--- src/rtl/ks15_arb_pkg.sv ---
// Shared types, constants and helpers for the ks15 multiplier arbiter.
//   KS_W        operand width (15)
//   KS_PW       raw product width (29)
//   KS_DEF_POLY default low coefficients of the reduction polynomial x^15 + x + 1
//   s1_entry_t  operand stage entry {id, a, b}
//   s2_entry_t  result stage entry {id, d}
//   gf15_reduce reduce a 29-bit product modulo x^15 + poly
package ks15_arb_pkg;

    localparam int unsigned KS_W        = 15;
    localparam int unsigned KS_PW       = 29;
    localparam logic [14:0] KS_DEF_POLY = 15'h0003;
    // Enough id bits for the largest supported requester count (8).
    localparam int unsigned ID_MAXW     = 3;

    typedef struct packed {
        logic [ID_MAXW-1:0] id;
        logic [KS_W-1:0]    a;
        logic [KS_W-1:0]    b;
    } s1_entry_t;

    typedef struct packed {
        logic [ID_MAXW-1:0] id;
        logic [KS_PW-1:0]   d;
    } s2_entry_t;

    // Clears coefficients x^28..x^15 from the top down; each x^i folds onto
    // x^(i-15) * poly, which only touches lower positions.
    function automatic logic [KS_W-1:0] gf15_reduce(input logic [KS_PW-1:0] p,
                                                     input logic [KS_W-1:0]  poly);
        logic [KS_PW-1:0] r;
        logic [KS_PW-1:0] m;
        r = p;
        m = {13'd0, 1'b1, poly};
        for (int i = KS_PW - 1; i >= int'(KS_W); i--) begin
            if (r[i]) begin
                r = r ^ (m << (i - int'(KS_W)));
            end
        end
        return r[KS_W-1:0];
    endfunction

endpackage

--- src/rtl/ks15_mul_arbiter_if.sv ---
// Request/response bus between NREQ clients and the ks15 multiplier arbiter.
//   master: client side   (drives req_valid, req_a, req_b, rsp_ready)
//   slave : arbiter side  (drives req_ready, rsp_valid, rsp_data, busy)
// Operands of requester i live at [i*15 +: 15]; rsp_data is shared.
interface ks15_mul_arbiter_if
    import ks15_arb_pkg::*;
#(
    parameter int unsigned NREQ = 4
);
    logic [NREQ-1:0]      req_valid;
    logic [NREQ-1:0]      req_ready;
    logic [NREQ*KS_W-1:0] req_a;
    logic [NREQ*KS_W-1:0] req_b;
    logic [NREQ-1:0]      rsp_valid;
    logic [NREQ-1:0]      rsp_ready;
    logic [KS_PW-1:0]     rsp_data;
    logic                 busy;

    modport master (
        output req_valid, req_a, req_b, rsp_ready,
        input  req_ready, rsp_valid, rsp_data, busy
    );

    modport slave (
        input  req_valid, req_a, req_b, rsp_ready,
        output req_ready, rsp_valid, rsp_data, busy
    );
endinterface

--- src/rtl/ks15.sv ---
// Combinational 15x15 GF(2) polynomial multiplier, one Karatsuba level.
//   a_i, b_i  15-bit operands (bit i = coefficient of x^i)
//   d_o       29-bit carry-less product
// Split: a = a1*x^8 + a0 (a0 8 bits, a1 7 bits); three 8x8 products.
module ks15 (
    input  logic [14:0] a_i,
    input  logic [14:0] b_i,
    output logic [28:0] d_o
);

    function automatic logic [14:0] clmul8(input logic [7:0] x, input logic [7:0] y);
        logic [14:0] r;
        r = '0;
        for (int i = 0; i < 8; i++) begin
            if (y[i]) begin
                r = r ^ ({7'd0, x} << i);
            end
        end
        return r;
    endfunction

    logic [7:0]  a0, b0, a1, b1;
    logic [14:0] z0, z1, z2;

    assign a0 = a_i[7:0];
    assign b0 = b_i[7:0];
    assign a1 = {1'b0, a_i[14:8]};
    assign b1 = {1'b0, b_i[14:8]};

    assign z0 = clmul8(a0, b0);
    assign z2 = clmul8(a1, b1);
    // Middle term: (a0+a1)(b0+b1) - z0 - z2, subtraction is XOR in GF(2).
    assign z1 = clmul8(a0 ^ a1, b0 ^ b1) ^ z0 ^ z2;

    assign d_o = {14'd0, z0} ^ ({14'd0, z1} << 8) ^ ({14'd0, z2} << 16);

endmodule

--- src/rtl/ks15_rr_arb.sv ---
// Round-robin arbiter with a registered priority pointer.
//   clk, rst_n  clock / asynchronous active-low reset (pointer -> 0)
//   req_i       per-requester request
//   adv_i       grant is being consumed this cycle; pointer moves past winner
//   gnt_o       one-hot grant (zero when no request)
//   gnt_id_o    index of the granted requester
//   gnt_vld_o   some requester is granted
module ks15_rr_arb #(
    parameter int unsigned NREQ = 4,
    parameter int unsigned IDW  = 2
) (
    input  logic            clk,
    input  logic            rst_n,
    input  logic [NREQ-1:0] req_i,
    input  logic            adv_i,
    output logic [NREQ-1:0] gnt_o,
    output logic [IDW-1:0]  gnt_id_o,
    output logic            gnt_vld_o
);

    logic [IDW-1:0] ptr_q, ptr_d;
    logic [IDW-1:0] idx;

    // Search upward from the pointer with wrap; first hit wins.
    always_comb begin
        gnt_o     = '0;
        gnt_id_o  = '0;
        gnt_vld_o = 1'b0;
        idx       = '0;
        for (int unsigned k = 0; k < NREQ; k++) begin
            idx = IDW'((32'(ptr_q) + k) % NREQ);
            if (!gnt_vld_o && req_i[idx]) begin
                gnt_vld_o  = 1'b1;
                gnt_o[idx] = 1'b1;
                gnt_id_o   = idx;
            end
        end
    end

    always_comb begin
        ptr_d = ptr_q;
        if (adv_i && gnt_vld_o) begin
            ptr_d = IDW'((32'(gnt_id_o) + 1) % NREQ);
        end
    end

    always_ff @(posedge clk or negedge rst_n) begin
        if (!rst_n) begin
            ptr_q <= '0;
        end else begin
            ptr_q <= ptr_d;
        end
    end

endmodule

--- src/rtl/ks15_mul_arbiter.sv ---
// Shares one ks15 GF(2) multiplier among NREQ requesters through a
// round-robin arbiter and a 2-stage pipeline (S1 operands, S2 result).
//   clk, rst_n  clock / asynchronous active-low reset
//   bus         ks15_mul_arbiter_if slave: req_valid/req_ready/req_a/req_b,
//               rsp_valid (one-hot owner)/rsp_ready/rsp_data, busy
// Build option: define KS15_ARB_REDUCE_EN to reduce the product modulo
// x^15 + POLY before S2 (rsp_data[28:15] then reads 0). Undefined: raw product.
module ks15_mul_arbiter
    import ks15_arb_pkg::*;
#(
    parameter int unsigned     NREQ = 4,
    parameter int unsigned     IDW  = 2,
    parameter logic [KS_W-1:0] POLY = KS_DEF_POLY
) (
    input logic               clk,
    input logic               rst_n,
    ks15_mul_arbiter_if.slave bus
);

    s1_entry_t s1_q, s1_d;
    s2_entry_t s2_q, s2_d;
    logic      s1_v_q, s1_v_d;
    logic      s2_v_q, s2_v_d;

    logic [IDW-1:0]   s2_id;
    logic             drain, s1_adv, accept, take;
    logic [NREQ-1:0]  gnt;
    logic [IDW-1:0]   gnt_id;
    logic             gnt_vld;
    logic [KS_PW-1:0] prod, s2_din;
    logic             unused_s2_id;

    assign s2_id        = s2_q.id[IDW-1:0];
    assign unused_s2_id = ^s2_q.id;

    assign drain  = s2_v_q & bus.rsp_ready[s2_id];
    assign s1_adv = s1_v_q & (~s2_v_q | drain);
    assign accept = ~s1_v_q | s1_adv;
    assign take   = accept & gnt_vld;

    ks15_rr_arb #(
        .NREQ (NREQ),
        .IDW  (IDW)
    ) u_arb (
        .clk       (clk),
        .rst_n     (rst_n),
        .req_i     (bus.req_valid),
        .adv_i     (accept),
        .gnt_o     (gnt),
        .gnt_id_o  (gnt_id),
        .gnt_vld_o (gnt_vld)
    );

    ks15 u_core (
        .a_i (s1_q.a),
        .b_i (s1_q.b),
        .d_o (prod)
    );

`ifdef KS15_ARB_REDUCE_EN
    assign s2_din = {{(KS_PW - KS_W){1'b0}}, gf15_reduce(prod, POLY)};
`else
    logic unused_poly;
    assign unused_poly = ^POLY;
    assign s2_din      = prod;
`endif

    always_comb begin
        s1_d   = s1_q;
        s1_v_d = s1_v_q;
        if (take) begin
            s1_d.id = ID_MAXW'(gnt_id);
            s1_d.a  = bus.req_a[32'(gnt_id) * KS_W +: KS_W];
            s1_d.b  = bus.req_b[32'(gnt_id) * KS_W +: KS_W];
            s1_v_d  = 1'b1;
        end else if (s1_adv) begin
            s1_v_d = 1'b0;
        end
    end

    // A refill on s1_adv wins over a drain in the same cycle.
    always_comb begin
        s2_d   = s2_q;
        s2_v_d = s2_v_q;
        if (s1_adv) begin
            s2_d.id = s1_q.id;
            s2_d.d  = s2_din;
            s2_v_d  = 1'b1;
        end else if (drain) begin
            s2_v_d = 1'b0;
        end
    end

    always_ff @(posedge clk or negedge rst_n) begin
        if (!rst_n) begin
            s1_q   <= '0;
            s1_v_q <= 1'b0;
            s2_q   <= '0;
            s2_v_q <= 1'b0;
        end else begin
            s1_q   <= s1_d;
            s1_v_q <= s1_v_d;
            s2_q   <= s2_d;
            s2_v_q <= s2_v_d;
        end
    end

    // Gated by rst_n so no grant is offered while reset is held.
    assign bus.req_ready = rst_n ? (gnt & {NREQ{accept}}) : '0;
    assign bus.rsp_valid = s2_v_q ? (NREQ'(1) << s2_id) : '0;
    assign bus.rsp_data  = s2_q.d;
    assign bus.busy      = s1_v_q | s2_v_q;

endmodule

--- src/flat_wrapper.sv ---
// flat-port wrapper written by rule: the top's interface ports become plain ports
module ks15_mul_arbiter_flat import ks15_arb_pkg::*;
#(
    parameter int unsigned     NREQ = 4,
    parameter int unsigned     IDW  = 2,
    parameter logic [KS_W-1:0] POLY = KS_DEF_POLY
)
  (clk, rst_n, bus_req_valid, bus_req_a, bus_req_b, bus_rsp_ready, bus_req_ready, bus_rsp_valid, bus_rsp_data, bus_busy);
  ks15_mul_arbiter_if #(.NREQ(NREQ)) bus_i ();
  input logic clk;
  input logic rst_n;
  input wire logic [$bits(bus_i.req_valid)-1:0] bus_req_valid;
  input wire logic [$bits(bus_i.req_a)-1:0] bus_req_a;
  input wire logic [$bits(bus_i.req_b)-1:0] bus_req_b;
  input wire logic [$bits(bus_i.rsp_ready)-1:0] bus_rsp_ready;
  output wire logic [$bits(bus_i.req_ready)-1:0] bus_req_ready;
  output wire logic [$bits(bus_i.rsp_valid)-1:0] bus_rsp_valid;
  output wire logic [$bits(bus_i.rsp_data)-1:0] bus_rsp_data;
  output wire logic [$bits(bus_i.busy)-1:0] bus_busy;
  assign bus_i.req_valid = bus_req_valid;
  assign bus_i.req_a = bus_req_a;
  assign bus_i.req_b = bus_req_b;
  assign bus_i.rsp_ready = bus_rsp_ready;
  assign bus_req_ready = bus_i.req_ready;
  assign bus_rsp_valid = bus_i.rsp_valid;
  assign bus_rsp_data = bus_i.rsp_data;
  assign bus_busy = bus_i.busy;
  ks15_mul_arbiter #(.NREQ(NREQ), .IDW(IDW), .POLY(POLY)) u_core (.clk(clk), .rst_n(rst_n), .bus(bus_i));
endmodule
--- config.mk ---
export PLATFORM = sky130hd
export DESIGN_NAME = ks15_mul_arbiter_flat
export DESIGN_NICKNAME = d
export VERILOG_FILES = /design/src/rtl/ks15_arb_pkg.sv /design/src/rtl/ks15_mul_arbiter_if.sv /design/src/rtl/ks15.sv /design/src/rtl/ks15_rr_arb.sv /design/src/rtl/ks15_mul_arbiter.sv /design/src/flat_wrapper.sv
export SDC_FILE = /design/constraint.sdc
export NUM_CORES = 1
export LEC_CHECK = 0
export ABC_AREA = 1
export CORE_MARGIN = 10
export CORE_UTILIZATION = 60
export DETAILED_ROUTE_END_ITERATION = 7
export DONT_BUFFER_PORTS = 1
export PLACE_DENSITY = 0.78
export SETUP_SLACK_MARGIN = 0.15
export SYNTH_ARGS = -nofsm -noshare
export SYNTH_HDL_FRONTEND = slang
export SYNTH_SLANG_ARGS = --single-unit
export TNS_END_PERCENT = 100
--- constraint.sdc ---
create_clock -name clk -period 7.07 [get_ports clk]
set_input_delay 1.414 -clock clk [delete_from_list [all_inputs] [get_ports clk]]
set_output_delay 1.414 -clock clk [all_outputs]
set_load 0.01 [all_outputs]
## Yosys cells after proc, flatten, opt, wreduce, memory -nomap -nowiden

Index checks and enable logic that the tools add are counted.

- Memory bits (read-only): 0
- RAM bits: 0
- Output and inout port bits: 38
- Register bits: 67
- Memories kept: 0
- Latch bits: 0
- Input port bits: 130
- Word-level logic and storage cells: 135

- Muxes and demuxes: 59
- Shift operators: 3
- Eq/ne operators: 0
- Bitwise logic cells: 38
- $lt $le $gt $ge: 9
- Multipliers: 1
- Add/sub/neg operators: 4
- Divide/modulo/power cells: 0
- Reductions and logical operators: 13

Operator list:

| operator | number |
|---|---|
| $mux W15 | 20 |
| $shiftx A60 B7 Y15 | 2 |
| $xor A15 B15 Y15 | 4 |
| $xor A15 B10 Y15 | 3 |
| $xor A15 B11 Y15 | 3 |
| $xor A15 B12 Y15 | 3 |
| $xor A15 B13 Y15 | 3 |
| $xor A15 B14 Y15 | 2 |
| $xor A15 B9 Y15 | 2 |
| $xor A29 B29 Y29 | 1 |
| $mux W4 | 6 |
| $xor A15 B23 Y23 | 1 |
| $mux W1 | 17 |
| $mux W8 | 2 |
| $xor A8 B7 Y8 | 2 |
| $lt A2 B3 Y1 const B | 5 |
| $or A4 B4 Y4 | 3 |
| $bmux W1 S2 | 5 |
| $xor A8 B9 Y9 | 1 |
| $demux W1 S2 | 4 |
| $ge A2 B1 Y1 const B | 4 |
| $logic_and A1 B1 Y1 | 8 |
| $mux W2 | 4 |
| $xor A7 B8 Y8 | 1 |
| 11 further kinds | 21 |

## Logic depth before layout (Yosys ltp)

Gate-level depths: netlist of run 1.

- Depth in word-level cells: 20
- Depth in mapped cells: 18
- Gate-level depth less buffers: 17

## Modules after synthesis

From an unflattened synthesis of run 1, not the netlist that was laid out.

- Cells, all modules: 1303
- Area, all modules: 7892.6 um^2

Modules (own cells, without submodules):

| module | seq. area each (um^2) | area each (um^2) | instances | cells each |
|---|---|---|---|---|
| ks15 | 0.0 | 3709.8 | 1 | 703 |
| ks15_mul_arbiter | 1626.6 | 3532.1 | 1 | 508 |
| ks15_rr_arb | 50.0 | 650.6 | 1 | 92 |

## Worst setup path after synthesis of run 1

No wires, ideal clock.

- Path type: input to output
- Start: in bus_req_valid[2]
- End: out bus_req_ready[0]
- Cell stages on the path: 11
- Path slack: 3.232 ns
- Arrival time: 2.424 ns
- Buffers on the path: 0
- Data required time: 5.656 ns
- Cell sequence: inv_1 > o21ai_1 > nand2_1 > nand2_2 > nor2_2 > nand2_1 > inv_2 > a221oi_1 > o21ai_0 > nand2_1 > inv_1

- Longest elaborated chain between the ends: 14
- Elaborated cells between the ends (all ways): 26
- Classes of those cells: mux: 16; bitwise: 4; reduce/logical: 6

RTL lines:

| what | line | RTL |
|---|---|---|
| from (decl) | flat_wrapper.sv:12 | `input wire logic [$bits(bus_i.req_valid)-1:0] bus_req_valid;` |
| $bmux W1 S2 | ks15_rr_arb.sv:32 | `if (!gnt_vld_o && req_i[idx]) begin` |
| $mux W1 (not written as such) | ks15_rr_arb.sv:32 |  |
| $mux W1 | ks15_rr_arb.sv:32 |  |
| $logic_not A1 Y1 | ks15_rr_arb.sv:32 |  |
| $logic_and A1 B1 Y1 | ks15_rr_arb.sv:32 |  |
| $mux W1 | ks15_rr_arb.sv:32 |  |
| $logic_not A1 Y1 | ks15_rr_arb.sv:32 |  |
| $logic_and A1 B1 Y1 | ks15_rr_arb.sv:32 |  |
| $mux W1 | ks15_rr_arb.sv:32 |  |
| $logic_not A1 Y1 | ks15_rr_arb.sv:32 |  |
| $logic_and A1 B1 Y1 | ks15_rr_arb.sv:32 |  |
| $mux W4 * | ks15_rr_arb.sv:32 |  |
| $and A4 B4 Y4 * | ks15_mul_arbiter.sv:109 | `assign bus.req_ready = rst_n ? (gnt & {NREQ{accept}}) : '0;` |
| $mux W4 * | ks15_mul_arbiter.sv:109 |  |
| to (decl) | flat_wrapper.sv:16 | `output wire logic [$bits(bus_i.req_ready)-1:0] bus_req_ready;` |

Mark *: on every way between the ends. The rest lies on a longest branch, timed or not. The select of a mux whose other input is x is not followed.

## Final worst setup path of run 1

- Start: in bus_req_valid[2]
- End: reg u_core.u_arb.ptr_q[1]

- Longest elaborated chain between the ends: 13
- Elaborated cells between the ends (all ways): 24
- Classes of those cells: add/sub: 1; mux: 16; reduce/logical: 7

RTL lines:

| what | line | RTL |
|---|---|---|
| $bmux W1 S2 | ks15_rr_arb.sv:32 |  |
| $mux W1 (not written as such) | ks15_rr_arb.sv:32 |  |
| $mux W1 | ks15_rr_arb.sv:32 |  |
| $logic_not A1 Y1 | ks15_rr_arb.sv:32 |  |
| $logic_and A1 B1 Y1 | ks15_rr_arb.sv:32 |  |
| $mux W1 | ks15_rr_arb.sv:32 |  |
| $logic_not A1 Y1 | ks15_rr_arb.sv:32 |  |
| $logic_and A1 B1 Y1 | ks15_rr_arb.sv:32 |  |
| $mux W1 | ks15_rr_arb.sv:32 |  |
| $logic_not A1 Y1 | ks15_rr_arb.sv:32 |  |
| $logic_and A1 B1 Y1 | ks15_rr_arb.sv:32 |  |
| $mux W2 or $mux W1 (tied branches) | ks15_rr_arb.sv:32 |  |
| $add A2 B1 Y2 or $logic_and A1 B1 Y1 (tied branches) | ks15_rr_arb.sv:43, ks15_rr_arb.sv:42 |  |
| to (signal assigned) | ks15_rr_arb.sv:51 | `ptr_q <= ptr_d;` |
| to (decl) | ks15_rr_arb.sv:21 | `logic [IDW-1:0] ptr_q, ptr_d;` |

Several ways; a longest one is shown, not always the timed one. The select of a mux whose other input is x is not followed.
A chain may end at the register's enable or synchronous reset.

==> results.txt, run 1 <==
Rows: 41
GRT Util Overall: 23.94%
RSZ-0062 raised after global routing: false
WL final: 21.81 mm
DR iter-0 viols: 596
Clock transition at path regs: 0.06 ns
First-pass GRT wire length: 35.87 mm
Wirelength per Cell: 14.89 um
Fin. Hold Viols: 0
Tightest Hold Check Type: flop to flop
Antenna viol nets, final: 0
Clk_lat worst skew: 0.34 ns
CTS tree: built
Buffers on Ports: 0
FF+latch count, synth: 67
Seq/Total Area, Yosys: 21.63%
Finished Layout Cells: 1464
Top Ports: 168
Most frequent cells in the layout: nand2_1, inv_1, nand3_1
CTS Buf Count: 9
Cells after synthesis: 1346
Worst endpoint data arrival time: 4.30 ns
Initial antenna violation count: 0
Post-Route Skew: 0.008731 ns
Fin util: 63.09%
Initial core utilization: 61.42%
DP HPWL: 16.36 mm
Netlist cell types: 32
Total core area: 12620 um^2
Via count: 7719
Root Driver: clkbuf_16
Routability Congestion: 0.9606
Postcts setup bufs: 0
Setup TNS: 0 ns
Syn Std Cell Area: 7751 um^2
Antenna diodes: 0
Area growth syn-to-layout: 2.712%
First-pass DRT Iterations: 5
Post-CTS Hold Fix Bufs: 0
CP max FO: 62
Die Height: 133.7 um
Final Cycle Share: 57.79%
Avg Vias per Cell: 5.273
Syn_nets: 1484
DRC: 0
Maxcap violations: 0
Vias in the first global route: 7364
Crit Path Class: input pin to flop
Final setup fails: 0
DIE AREA: 17870 um^2
CTS sink cnt: 67
Slew HR: 23.32%
Max Fclk: 0.2448 GHz
Worst slew pin tran: 1.149 ns
Pins Over Slew Limit: 0
Status: finished clean
Die Wd: 133.7 um
Commonest non-fill, non-tap cell in the layout: nand2_1
Post-layout nets: 1425
Max clock buf depth: 2
Post-CTS Resized: 0
Yosys warnings: 0
Startpoint Class: input pin
Syn Area/Cell: 5.759 um^2
Fin crit period: 4.085 ns
Largest net degree at the start of global routing: 69
H-tree depth: 3
Crit end category: flop
Layout cells sized above 1: 3.173%
Gr ovfl total: 0
Post-Place Cells: 1448
Crit path required time: 7.29 ns
[synth_stat cells]
master | number | area share [%]
nand2_1 | 564 | 27
inv_1 | 211 | 10
nand3_1 | 119 | 7.7
xnor2_1 | 71 | 8.0
dfrtp_1 | 67 | 22
xor2_1 | 63 | 7.1
nand4_1 | 62 | 5.0
buf_2 | 41 | 2.6
nor2_1 | 40 | 1.9
clkbuf_1 | 23 | 1.1
o21ai_0 | 22 | 1.4
buf_4 | 8 | 0.77
ha_1 | 8 | 1.3
inv_2 | 6 | 0.29
nand2_2 | 6 | 0.48
nor3_1 | 5 | 0.32
o21ai_1 | 5 | 0.32
a221oi_1 | 4 | 0.45
a31oi_1 | 4 | 0.32
buf_1 | 2 | 0.097
nand3_2 | 2 | 0.26
or2_1 | 2 | 0.16
or2_2 | 2 | 0.16
a21boi_2 | 1 | 0.15
a21oi_1 | 1 | 0.065
and2_0 | 1 | 0.081
nand2_4 | 1 | 0.15
nand3b_1 | 1 | 0.097
nor2_2 | 1 | 0.081
nor3_2 | 1 | 0.13
o21a_1 | 1 | 0.097
o21ai_2 | 1 | 0.11
[cell families after synthesis]
logic type               share of synthesized area [%]
flip-flops                                       21.63
AND/OR/NAND/NOR                                  43.86
adder cells (fa/ha/maj)                          1.291
buffers and inverters                            15.14
AO/OA/AOI/OAI                                    2.938
XOR/XNOR                                         15.14
[final cells by class]
type                    instances  area, um^2
multi-input cells             988        4901
clock inverters                 7       98.84
repair buffers                  4       30.03
clock buffers                   9       225.2
well taps                     172       215.2
flip-flops and latches         67        1677
fillers                      1277        4658
inverters                     217       814.5
[sequential cells by signal (all words and copies together) (netlist names)]
register,cells
u_core.bus.rsp_data,29
u_core.s2_v_q,1
u_core.u_arb.ptr_q,2
u_core.s2_id,2
u_core.s1_q,32
u_core.s1_v_q,1
[metrics by stage]
step | instance area, um^2 | hold WS, ns | setup WS (ns)
after floorplan | 7751 | 0.4534 | 3.232
after global placement | 7637 | 0.4717 | 2.707
after detailed placement | 7637 | 0.4843 | 2.648
after CTS | 7961 | 0.4982 | 3.013
after global routing | 7961 | 0.5136 | 2.583
final | 7961 | 0.4933 | 2.985
[path summary, 6_finish.rpt]
path	end	start	slack [ns]	cells past startpoint
max in group asynchronous	u_core.s1_q[18]	rst_n	6.19	0
min in group asynchronous	u_core.bus.rsp_data[28]	rst_n	0.76	0
hold / removal	u_core.s2_id[0]	u_core.s1_q[30]	0.49	2
setup reg to reg	u_core.u_arb.ptr_q[1]	u_core.u_arb.ptr_q[0]	3.02	12
setup / recovery	u_core.u_arb.ptr_q[1]	bus_req_valid[2]	2.98	12
hold reg to reg	u_core.s2_id[0]	u_core.s1_q[30]	0.49	2
[worst max-delay path, cell delays in order]
cell and delay [ns]:
inv_1 0.03, o21ai_1 0.14, nand2_1 0.10, nand2_2 0.16, inv_2 0.06, nand2_2 0.11
nand2_1 0.08, nand2_2 0.05, buf_4 0.47, nand3_2 1.01, nor3_1 0.57, nor3_2 0.06
[layer usage]
metal | vias up | global-route usage (%) | share of wire (%)
met5 | - | 0 | 0
met4 | 0 | 8.222 | 2.5
met3 | 33 | 5.564 | 7.9
met2 | 303 | 38.30 | 46
met1 | 3416 | 30.91 | 44
li1 | 3967 | - | -
Power of run 1 is left out: the tool's default activity adds up to more than one toggle a clock period on the data nets, which glitch-free logic cannot reach.
==> inputs of run 2 (changes only) <==
Settings changed: PLACE_DENSITY 0.78 to 0.81.
Clock period 7.07 ns to 3.4 ns, I/O delays scaled along.
==> run 2 against run 1 <==
  * Register-to-register slack got worse by 2.2 ns
  * Core utilization up 0.37 points
  * Global-route usage grew 0.80 points
  * Critical endpoint is now bus_req_ready[3]
  * Via count grew 1.7%
  * Hold slack worse by 0.46 ns
  * Design area up 0.58%
  * First-iteration DRC count down 7.7%
  * Die area unchanged
  * Highest routed layer unchanged
==> results.txt, run 2 (synthesis results as in run 1) <==
Place WS: 0.5694 ns (was 2.648 ns)
Count of filler cells inserted in the layout: 1228 (was 1277)
DR iter-0 viols: 550 (was 596)
First-pass DRT Iterations: 6 (was 5)
Clk_lat worst skew: 0.34 ns (about the same)
Setup TNS: 0 ns (unchanged)
Avg Vias per Cell: 5.336 (was 5.273)
Crit Path Class: flop to primary output (was input pin to flop)
Root Driver: clkbuf_16 (unchanged)
Worst endpoint data arrival time: 2.29 ns (was 4.30 ns)
H-tree depth: 3 (unchanged)
Startpoint Class: flop (was input pin)
Rows: 41 (unchanged)
Antenna diodes: 0 (unchanged)
Antenna viol nets, final: 0 (unchanged)
Post-layout nets: 1432 (was 1425)
CTS tree: built (unchanged)
Buffers on Ports: 0 (unchanged)
First-pass GRT wire length: 36.94 mm (was 35.87 mm)
Largest net degree at the start of global routing: 69 (unchanged)
Area growth syn-to-layout: 3.309% (was 2.712%)
Final setup fails: 0 (unchanged)
Status: finished clean (unchanged)
GRT Util Overall: 24.74% (was 23.94%)
RSZ-0062 raised after global routing: false (unchanged)
Worst slew pin tran: 0.7737 ns (was 1.149 ns)
Max clock buf depth: 2 (unchanged)
Maxcap violations: 0 (unchanged)
Layout cells sized above 1: 3.772% (was 3.173%)
Die Wd: 133.7 um (unchanged)
DIE AREA: 17870 um^2 (unchanged)
Routability Congestion: 0.9626 (was 0.9606)
Max Fclk: 0.3372 GHz
Post-Place Cells: 1454 (was 1448)
Die Height: 133.7 um (unchanged)
Wirelength per Cell: 15.03 um (was 14.89 um)
Gr ovfl total: 0 (unchanged)
CP max FO: 7 (was 62)
Worst Slack Setup Final: 0.4347 ns (was 2.985 ns)
FF/Latch Area: 1678 um^2 (was 1677 um^2)
Largest register FFs: 32 (unchanged)
Vias in the first global route: 7533 (was 7364)
DRC: 0 (unchanged)
Post-Route Skew: 0.006895 ns (was 0.008731 ns)
Largest Register: u_core.s1_q (unchanged)
Pins Over Slew Limit: 0 (unchanged)
Crit end category: primary output (was flop)
DP HPWL: 16.76 mm (was 16.36 mm)
Final Cycle Share: 87.21%
CTS Buf Count: 9 (unchanged)
Initial antenna violation count: 0 (unchanged)
Fin. Hold Viols: 0 (unchanged)
Commonest non-fill, non-tap cell in the layout: nand2_1 (unchanged)
Finished Layout Cells: 1471 (was 1464)
Area occupied by multi-input gates: 4901 um^2 (unchanged)
Most frequent cells in the layout: nand2_1, inv_1, nand3_1 (unchanged)
Clock transition at path regs: 0.06 ns (about the same)
Top Ports: 168 (unchanged)
Via count: 7849 (was 7719)
CTS sink cnt: 67 (unchanged)
Fin crit period: 2.965 ns
Slew HR: 48.36% (was 23.32%)
Total core area: 12620 um^2 (unchanged)
Crit path required time: 2.72 ns (was 7.29 ns)
Tightest Hold Check Type: input pin to async pin (was flop to flop)
Post-CTS Hold Fix Bufs: 0 (unchanged)
Initial core utilization: 61.42% (unchanged)
WL final: 22.11 mm (was 21.81 mm)
-- run 2: cell type report --
class | instances | share of cell area, %
Clock buffer | 10 | 2.984
Clock inverter | 6 | 0.8125
Inverter | 217 | 10.17
Multi-Input combinational cell | 988 | 61.20
Sequential cell | 67 | 20.95
Tap cell | 172 | 2.687
Timing Repair Buffer | 11 | 1.188
-- run 2: layer usage --
metal	GRT usage (%)	part of all wire [%]	wire length, um	vias up
met5	0	0	0	-
li1	-	-	-	3978
met4	10.16	2.8	619	0
met3	5.902	8.9	1966	39
met1	31.91	44	9627	3476
met2	38.77	45	9893	356
-- run 2: critical path, cell delays in order (launching register included) --
cell and delay, ns:
dfrtp_2 0.43, inv_2 0.14, ha_1 0.26, inv_1 0.11
nand2_1 0.06, o21ai_1 0.15, nor2_2 0.07, nand2_1 0.10
inv_2 0.06, a221oi_1 0.26, o21ai_0 0.16, nand2_1 0.08
inv_1 0.07
-- run 2: through the flow --
step	instance area, um^2	util (%)	hold WS (ns)
after floorplan	7751	-	0.3844
after global placement	7695	60.98	0.3872
after detailed placement	7695	60.98	0.3870
after CTS	7999	63.38	0.02284
after global routing	8008	63.45	0.01957
final	8008	63.45	0.03086
-- run 2: repair_timing --
item                                    in CTS  in global routing
setup buffers                                0                  1
gates resized for setup                      0                  1
endpoints found under the setup margin       0                  4
-- run 2: final timing paths --
kind | startpoint | endpoint | slack, ns | cells after the start
hold reg to reg | u_core.s1_q[30] | u_core.s1_q[30] | 0.50 | 1
max in group asynchronous | rst_n | u_core.u_arb.ptr_q[0] | 3.20 | 0
setup reg to reg | u_core.u_arb.ptr_q[0] | u_core.s1_q[17] | 0.79 | 16
min in group clk | u_core.s1_q[30] | u_core.s1_q[30] | 0.50 | 1
setup / recovery | u_core.u_arb.ptr_q[0] | bus_req_ready[3] | 0.43 | 12
hold / removal | rst_n | u_core.bus.rsp_data[6] | 0.03 | 0
Power of run 2 is left out for the same reason.
==> inputs of run 3 (changes only) <==
Settings changed: CORE_UTILIZATION 60 to 55, PLACE_DENSITY 0.81 to 0.75.
==> run 3 against run 2 <==
  * Largest cell class unchanged
  * Critical path type unchanged
  * Die area is 7.7% higher
  * Sequential cell count stayed put
  * Design area is 0.11% higher
  * Maximum frequency is 1.5% lower
  * Sequential share of layout area hardly changed
==> results.txt, run 3 (synthesis results as in run 1) <==
Root Driver: clkbuf_16 (unchanged)
Crit Path Class: flop to primary output (unchanged)
Antenna diodes: 0 (unchanged)
Avg Vias per Cell: 5.279 (was 5.336)
Vias in the first global route: 7552 (was 7533)
Final setup fails: 0 (unchanged)
RSZ-0062 raised after global routing: false (unchanged)
Final Cycle Share: 88.58% (was 87.21%)
Die Height: 138.7 um (was 133.7 um)
Commonest non-fill, non-tap cell in the layout: nand2_1 (unchanged)
Buffers on Ports: 0 (unchanged)
Initial core utilization: 56.06% (was 61.42%)
Worst endpoint data arrival time: 2.33 ns (was 2.29 ns)
R2r endpoint: u_core.s1_q[1] (was u_core.s1_q[17])
CP max FO: 10 (was 7)
CTS Buf Count: 9 (unchanged)
Antenna viol nets, final: 0 (unchanged)
First-pass DRT Iterations: 7 (was 6)
DRC: 0 (unchanged)
Top Ports: 168 (unchanged)
Gr ovfl total: 0 (unchanged)
Most frequent cells in the layout: nand2_1, inv_1, nand3_1 (unchanged)
Crit path required time: 2.72 ns (about the same)
Wirelength per Cell: 15.12 um (was 15.03 um)
Clk_lat worst skew: 0.34 ns (about the same)
Fin. Hold Viols: 0 (unchanged)
Max Fclk: 0.3320 GHz (was 0.3372 GHz)
DR iter-0 viols: 454 (was 550)
WL final: 22.34 mm (was 22.11 mm)
Routability Congestion: 0.9646 (was 0.9626)
Fin crit period: 3.012 ns (was 2.965 ns)
R2R depth: 16 (unchanged)
Worst setup path start: u_core.u_arb.ptr_q[1] (was u_core.u_arb.ptr_q[0])
CP Capture Point: bus_req_ready[3] (unchanged)
Area growth syn-to-layout: 3.422% (was 3.309%)
Rows: 43 (was 41)
Reg-to-reg slack, setup: 0.69 ns (was 0.79 ns)
Post-CTS Hold Fix Bufs: 0 (unchanged)
Crit end category: primary output (unchanged)
Die Wd: 138.7 um (was 133.7 um)
Maxcap violations: 0 (unchanged)
Total core area: 13830 um^2 (was 12620 um^2)
Via count: 7803 (was 7849)
GRT Util Overall: 22.63% (was 24.74%)
CTS sink cnt: 67 (unchanged)
Setup TNS: 0 ns (unchanged)
CTS tree: built (unchanged)
Worst r2r src: u_core.u_arb.ptr_q[1] (was u_core.u_arb.ptr_q[0])
Tightest Hold Check Type: input pin to async pin (unchanged)
DIE AREA: 19240 um^2 (was 17870 um^2)
Max clock buf depth: 2 (unchanged)
Post-Route Skew: 0.005510 ns (was 0.006895 ns)
Layout cells sized above 1: 3.698% (was 3.772%)
Largest register FFs: 32 (unchanged)
DP HPWL: 17.10 mm (was 16.76 mm)
Post-layout nets: 1432 (unchanged)
Slew HR: 48.03% (was 48.36%)
Clock transition at path regs: 0.05 ns (was 0.06 ns)
First-pass GRT wire length: 37.01 mm (was 36.94 mm)
Largest Register: u_core.s1_q (unchanged)
Startpoint Class: flop (unchanged)
Worst slew pin tran: 0.7786 ns (was 0.7737 ns)
Largest net degree at the start of global routing: 69 (unchanged)
Initial antenna violation count: 0 (unchanged)
Pins Over Slew Limit: 0 (unchanged)
H-tree depth: 3 (unchanged)
Status: finished clean (unchanged)
==> run 3: layer usage <==
metal,vias up,GRT usage (%),share of wire (%)
li1,3977,-,-
met1,3462,28.25,45
met2,328,36.22,44
met3,36,6.130,8.5
met4,0,8.951,2.6
met5,-,0,0
==> run 3: cell type report <==
| class | instances | area [um^2] |
|---|---|---|
| Fill cell | 1410 | 5811 |
| Multi-Input combinational cell | 988 | 4901 |
| Sequential cell | 67 | 1679 |
| Inverter | 217 | 814.5 |
| Clock buffer | 14 | 284.0 |
| Tap cell | 180 | 225.2 |
| Timing Repair Buffer | 11 | 82.58 |
| Clock inverter | 1 | 30.03 |
==> run 3: stage by stage <==
stage	cell area, um^2	worst slack [ns]	utilization, %	instances	hold slack, ns
6_report	8016	0.3884	57.98	1478	0.02883
5_1_grt	8016	0.1724	57.98	1478	0.02092
4_1_cts	8006	0.2186	57.90	1477	0.02129
3_5_place_dp	7692	0.5897	55.63	1462	0.3876
3_3_place_gp	7692	0.6322	55.63	1462	0.3884
2_1_floorplan	7751	0.8882	-	1346	0.3844
==> run 3: repair_timing <==
item | in CTS | in global routing
setup endpoints to repair | 0 | 4
resized for setup | 0 | 2
setup buffers | 0 | 1
==> run 3: worst min path at each step <==
stage	endpoint	slack, ns	cells past startpoint
after floorplan	u_core.bus.rsp_data[0]	0.38	0
after CTS	u_core.bus.rsp_data[10]	0.02	0
after global routing	u_core.bus.rsp_data[10]	0.02	0
after global placement	u_core.bus.rsp_data[2]	0.39	0
final	u_core.bus.rsp_data[0]	0.03	0
after detailed placement	u_core.bus.rsp_data[10]	0.39	0
==> run 3: critical path, cell delays in order, from the launching register on <==
cell and delay (ns):
dfrtp_2 0.47, inv_1 0.14, ha_1 0.31, inv_1 0.07, o21ai_1 0.23, nor2_2 0.07
nand2_1 0.10, inv_2 0.07, a221oi_1 0.26, o21ai_0 0.13, nand2_1 0.07, inv_1 0.07
Power of run 3 is left out for the same reason.
